===== config.mk =====
export PLATFORM = sky130hd
export DESIGN_NAME = rpsc_fault_latch
export DESIGN_NICKNAME = d
export VERILOG_FILES = /design/src/rtl/rpsc_fault_latch.sv
export SDC_FILE = /design/constraint.sdc
export NUM_CORES = 1
export LEC_CHECK = 0
export CORE_MARGIN = 2
export CORE_UTILIZATION = 40
export DETAILED_ROUTE_END_ITERATION = 6
export SLEW_MARGIN = 20
export SYNTH_ARGS = -nofsm -noshare
export SYNTH_HDL_FRONTEND = slang
export SYNTH_SLANG_ARGS = --single-unit

===== constraint.sdc =====
create_clock -name clk -period 2.4 [get_ports clk]
set_clock_uncertainty 0.1 [all_clocks]
set_input_delay 0.48 -clock clk [delete_from_list [all_inputs] [get_ports clk]]
set_output_delay 0.48 -clock clk [all_outputs]
set_load 0.1 [all_outputs]

===== src/rtl/rpsc_fault_latch.sv =====
// Fault latch for the RF-permit card: per-channel debounce, sticky fault flops,
// first-fault capture, alarm drive and operator clear with a re-arm hold-off.
module rpsc_fault_latch #(
    parameter int N_FAULT         = 6,
    parameter int DEBOUNCE_CYCLES = 4,
    parameter int HOLDOFF_CYCLES  = 16
) (
    input  logic               clk,
    input  logic               reset_b,
    input  logic [N_FAULT-1:0] fault_in,
    input  logic               clr_req,
    output logic [N_FAULT-1:0] ff,
    output logic [N_FAULT-1:0] first_fault,
    output logic               alarm_b,
    output logic               armed,
    output logic               clr_ack,
    output logic               clr_nak,
    output logic [7:0]         trip_count
);

    typedef enum logic [1:0] {
        ST_ARMED   = 2'd0,
        ST_TRIPPED = 2'd1,
        ST_HOLDOFF = 2'd2
    } state_t;

    localparam logic [7:0]  DB_MAX  = 8'(DEBOUNCE_CYCLES);
    localparam logic [15:0] HO_LOAD = 16'(HOLDOFF_CYCLES - 1);

    state_t                      state_r, state_s;
    logic [15:0]                 ho_cnt_r, ho_cnt_s;
    logic [N_FAULT-1:0][7:0]     db_cnt_r, db_cnt_s;
    logic [N_FAULT-1:0]          qual_s;
    logic [N_FAULT-1:0]          ff_s, first_s;
    logic [7:0]                  trip_s;
    logic                        ack_s, nak_s;

    // Debounce: count consecutive high samples, qualify exactly once on the last one.
    always_comb begin
        db_cnt_s = db_cnt_r;
        qual_s   = {N_FAULT{1'b0}};
        for (int i = 0; i < N_FAULT; i++) begin
            if (fault_in[i]) begin
                if (db_cnt_r[i] != DB_MAX) begin
                    db_cnt_s[i] = db_cnt_r[i] + 8'd1;
                end else begin
                    db_cnt_s[i] = db_cnt_r[i];
                end
                qual_s[i] = (db_cnt_r[i] == (DB_MAX - 8'd1));
            end else begin
                db_cnt_s[i] = 8'd0;
                qual_s[i]   = 1'b0;
            end
        end
    end

    // Next-state, latch and clear handshake; a qualifying fault always beats a clear.
    always_comb begin
        state_s  = state_r;
        ho_cnt_s = ho_cnt_r;
        ff_s     = ff | qual_s;
        first_s  = first_fault;
        trip_s   = trip_count;
        ack_s    = 1'b0;
        nak_s    = 1'b0;
        case (state_r)
            ST_ARMED: begin
                if (|qual_s) begin
                    state_s = ST_TRIPPED;
                    first_s = qual_s;
                    if (trip_count != 8'hFF) begin
                        trip_s = trip_count + 8'd1;
                    end else begin
                        trip_s = trip_count;
                    end
                end else begin
                    state_s = ST_ARMED;
                end
            end
            ST_TRIPPED: begin
                if (clr_req) begin
                    if ((fault_in == {N_FAULT{1'b0}}) && (qual_s == {N_FAULT{1'b0}})) begin
                        ack_s    = 1'b1;
                        ff_s     = {N_FAULT{1'b0}};
                        first_s  = {N_FAULT{1'b0}};
                        state_s  = ST_HOLDOFF;
                        ho_cnt_s = HO_LOAD;
                    end else begin
                        nak_s = 1'b1;
                    end
                end else begin
                    state_s = ST_TRIPPED;
                end
            end
            ST_HOLDOFF: begin
                // A re-trip during hold-off is part of the same clear cycle: not counted again.
                if (|qual_s) begin
                    state_s = ST_TRIPPED;
                    first_s = qual_s;
                end else if (ho_cnt_r == 16'd0) begin
                    state_s = ST_ARMED;
                end else begin
                    ho_cnt_s = ho_cnt_r - 16'd1;
                end
            end
            default: begin
                state_s  = ST_ARMED;
                ho_cnt_s = 16'd0;
            end
        endcase
    end

    // State and registered outputs with synchronous active-low reset.
    always_ff @(posedge clk) begin
        if (!reset_b) begin
            state_r     <= ST_ARMED;
            ho_cnt_r    <= 16'd0;
            db_cnt_r    <= '0;
            ff          <= {N_FAULT{1'b0}};
            first_fault <= {N_FAULT{1'b0}};
            alarm_b     <= 1'b1;
            armed       <= 1'b1;
            clr_ack     <= 1'b0;
            clr_nak     <= 1'b0;
            trip_count  <= 8'd0;
        end else begin
            state_r     <= state_s;
            ho_cnt_r    <= ho_cnt_s;
            db_cnt_r    <= db_cnt_s;
            ff          <= ff_s;
            first_fault <= first_s;
            alarm_b     <= ~|ff_s;
            armed       <= (state_s == ST_ARMED);
            clr_ack     <= ack_s;
            clr_nak     <= nak_s;
            trip_count  <= trip_s;
        end
    end

endmodule


# Yosys cells after proc, flatten, opt, wreduce, memory -nomap -nowiden
# Cells that the tools add are included.
# Widths: inputs -> output; s select.
# totals
elab_cells	92
out_inout_bits	24
register_bits	90
in_bits	9
# classes
add_sub_neg	8
mux	26
n_reduce_logical	21
bitwise	2
eq_ne	20
# ops
cell	n
$mux 16	4
$add 8x1->8 const B	7
$eq 8x2->1 const B	6
$ne 8x3->1 const B	6
$pmux 16 s3	1
$mux 6	6
$logic_not 16->1	1
$sub 16x1->16 const B	1
$logic_not 6->1	2
$pmux 6 s2	1
$reduce_and 2->1	6
$reduce_or 6->1	2
$mux 1	9
$mux 2	4
$ne 2x2->1 const B	4
$ne 8x8->1 const B	1
$or 6x6->6	1
$pmux 2 s3	1
$reduce_and 3->1	2
$reduce_and 5->1	1
$logic_not 2->1	2
$reduce_and 4->1	1
$eq 2x1->1 const B	1
$eq 2x2->1 const B	1
6 further kinds	6

# Depth between registers and ports, before layout
# Gate-level depths: netlist of the first run.
# logic_depth
depth_word	9
depth_mapped	10
ltp_nobuf	8

# Worst setup path after synthesis of the first run
# OpenSTA, ideal clock, no wires.
# synth_path
kind	reg-to-reg
startpoint	reg trip_count[3]
endpoint	reg trip_count[3]
t_required_ps	2230
path_buffers	1
period_less_slack_ps	2430
stages_incl_launch_ff	8
arrival_time_ps	2260
setup_ps	70
slack_ps	-30
cell_sequence	dfxtp_1 and3_1 and2_1 nand4_1 o211ai_1 clkbuf_1 o21ai_0 a21oi_1
# synth_between
elab_chain_len	2
word_cells_on_any_way	3
cone_classes	add/sub (1); eq/ne (1); reduce/logical (1)
# synth_lines
item	line_no	text
from (decl)	18	output logic [7:0] trip_count
from (signal assigned)	136	trip_count <= trip_s;
parallel branches: the longest is 2 deep, another holds $add 8x1->8	-	
# Several ways; the timed one is not identified.
# A chain may end at the register's enable or synchronous reset.

# Worst setup path after layout of the first run
# layout_path
startpoint	reg ho_cnt_r[0]
endpoint	reg ho_cnt_r[9]
# layout_between
elab_chain_len	4
word_cells_on_any_way	7
cone_classes	add/sub (1); eq/ne (1); mux (3); reduce/logical (2)
# layout_lines
item	line_no	text
from (decl)	31	logic [15:0] ho_cnt_r, ho_cnt_s;
from (signal assigned)	128	ho_cnt_r <= ho_cnt_s;
$sub 16x1->16	103	ho_cnt_s = ho_cnt_r - 16'd1;
$mux 16	100	end else if (ho_cnt_r == 16'd0) begin
$mux 16	97	if (|qual_s) begin
$pmux 16 s3	66	case (state_r)
# Parallel ways exist; a longest one is shown, timed or not. The select of a mux whose other input is x is not followed.

==> results of run 1 <==
==> path summary, 6_finish.rpt <==
path | start | end
min reg2reg | first_fault[0] | first_fault[0]
min | first_fault[0] | first_fault[0]
max | ho_cnt_r[0] | ho_cnt_r[9]
max reg2reg | ho_cnt_r[0] | ho_cnt_r[9]
==> worst reg2reg max path, delay by kind of cell, from the launching register on <==
family / cells / cell delay (ns)
AND/OR/NAND/NOR: 4 / 1.80
AO/OA/AOI/OAI: 1 / 0.11
flip-flops: 1 / 0.33
==> sequential cells by signal, summed over array words and instances, names as in the netlist <==
name,count
clr_nak,1
first_fault,6
db_cnt_r,48
clr_ack,1
alarm_b,1
ff,6
trip_count,8
ho_cnt_r,16
state_r,2
armed,1
==> logic make-up after synthesis <==
family          share of synthesized area [%]
flops                                    42.0
buf+inv                                  3.32
simple gates                             27.1
compound gates                           13.6
xor+xnor                                 8.78
fa+ha+maj                                5.25
==> power by group through the flow <==
stage / combinational [W] / clock [W] / sequential [W]
after global placement: 0.000280 / 0 / 0.00156
after floorplan: 0.000129 / 0 / 0.00159
after CTS: 0.000288 / 0.000946 / 0.00153
after detailed placement: 0.000283 / 0 / 0.00156
after global routing: 0.000329 / 0.00100 / 0.00153
final: 0.000297 / 0.000897 / 0.00153
==> layout by cell type (no fill, tap or decap), types with 6 or more instances in the layout <==
| master | instances |
|---|---|
| xor2_1 | 31 |
| buf_4 | 94 |
| nor4b_1 | 6 |
| clkbuf_8 | 10 |
| and3_1 | 13 |
| inv_1 | 25 |
| nor2_1 | 69 |
| xnor2_1 | 12 |
| clkdlybuf4s50_1 | 7 |
| ha_1 | 17 |
| o21ai_0 | 18 |
| a21oi_1 | 37 |
| o31ai_1 | 14 |
| dfxtp_1 | 86 |
| or3_1 | 15 |
| nand3_1 | 58 |
| nand2_1 | 21 |
==> per-layer routing <==
layer,vias to the layer above,global-route usage (%),routed length (microns)
met5,-,0,0
met4,0,5.86,129
met3,8,3.75,311
met2,59,29.1,4620
met1,1857,24.9,4960
li1,2019,-,-
==> cell type report <==
cell class / instances / area, sq um
inverter: 25 / 93.8
sequential: 90 / 1810
timing repair buffer: 102 / 788
multi-input combinational: 383 / 2500
clock buffer: 11 / 141
clock inverter: 3 / 17.5
tap: 136 / 170
fill: 1015 / 4850
==> stage by stage <==
step	instances	cell area [sq um]	setup slack, ns
after floorplan	510	4290	0.0253
after global placement	736	5200	-0.420
after detailed placement	736	5200	-0.433
after CTS	750	5390	-0.00796
after global routing	750	5520	-0.0453
final	750	5520	-0.00618
==> timing repair <==
action,in CTS,in global routing
setup endpoints to repair,14,25
resized for setup,8,24
pin swaps,0,4
==> impl_metrics.ini, run 1 <==
[outcome]
outcome = finished with violations
violations = negative setup slack

[clock_tree]
postCtsSetupRepairBufs = 0
clk_pin_slew_worst_paths_ns = 0.09
clk_path_buf_depth = 2
holdBufCountCts = 0
htree_levels = 3
cts.sinks = 90
numCtsBuffers = 9
cts_tree = built
insertion_delay_ns = 0.35
cts-root-buf = clkbuf_8

[setup_path]
crit_path_top_delay_cell = or4_4
cp_top_family = simple AND/OR/NAND/NOR gates
cpMostUsedCell = or4_4
critPathKind = reg -> reg
r2r_cells = 5
r2r_setup_slack_ns = -0.006
required_ns = 2.59
arrival_ns = 2.60
crit_cells = 5
cp_max_fo = 3
cp-start-kind = flip-flop
critPathCaptureType = flip-flop
slowest_delay_ns = 0.53
path_buf_inv = 0
crit_path_cell_trace = or4_4 -> or4_4 -> or4_4 -> or3_4 -> a21oi_2

[cells_and_area]
drive_above_1_share_pct = 22.3
postLayoutCoreUtil_pct = 53.2
nets = 638
syn_to_final_growth_pct = 28.5
diodes = 0

[timing]
setup_ws_ns = -0.00618
holdWs_ns = 0.374
max_freq_mhz = 416
finalHoldViolations = 0
setup-tns-final_ns = -0.00618
final-setup-viol-count = 1
rsz0062_at_grt = yes
final_max_slew_viol_count = 0
fin_crit_ns = 2.41
period_share_pct = 100
slew_headroom_pct = 64.3
worstMarginPinSlew_ns = 0.532

[pwr]
clkPwrFrac_pct = 32.9
power_w = 0.00272
ir_drop_mv = 0.289
p_leak_nw = 2.17
switching_share_pct = 25.3
p_switching_w = 0.000688
power_density_nw_per_um2 = 494
comb_power_share_pct = 10.9
p_seq_share_pct = 56.1
p_int_w = 0.00203

[global_route]
antenna_found_initial = 0
grt_use_total_pct = 18.3
grt_start_max_net_pins = 29
grt_pass1_vias = 3701
grt_pass1_wl_microns = 17000
grt-ovfl-total = 0

[drt]
wirelength_microns = 10000
first_pass_iters = 4
ant_nets = 0
viasPerCell = 5.26
vias = 3943
wire_per_inst_microns = 13.4
drt_iter0_markers = 134
drc_errors = 0

[yosys]
synth-seq-area-share_pct = 42.0
synth_area_sq_um = 4290
synth_top_area_cell = dfxtp_1
syn_inst = 510
async_flop_share_pct = 0
synth_top_area_share_pct = 42.0
synth_most_common_cell = dfxtp_1
avgSynthCellArea_sq_um = 8.41
synth-edff-count = 0
ys_ff_latch = 90
synthFlopType = dfxtp_1
ys_top_cells_by_count = dfxtp_1, nor2_1, nand3_1, a21oi_1, xor2_1
synth_cell_type_count = 44
yosys-top-cells-area = dfxtp_1, nand3_1, xor2_1, nor2_1, ha_1
yosys_warnings = 0
syn_nets = 537

[worst_hold_path]
holdCritPathClass = reg -> reg
whs_path_depth = 2

[floorplanning]
ios = 33
die_area_sq_um = 11600
rows = 37
die_w_microns = 108
core_area_sq_um = 10400
die_h_microns = 108
start_util_pct = 41.4

[placed_design]
portBuffers = 32
hpwl_microns = 7440
gp_congestion = 0.867

[flow_run]
timing.max_cap.violations = 0
Note: power is estimated with default switching activity, not from simulation.
==> run 2, diff against run 1 <==
Settings changed: CAP_MARGIN set to 20.
==> results of run 2 <==
Same layout as run 1: the final DEF is identical, and so are final timing and power.
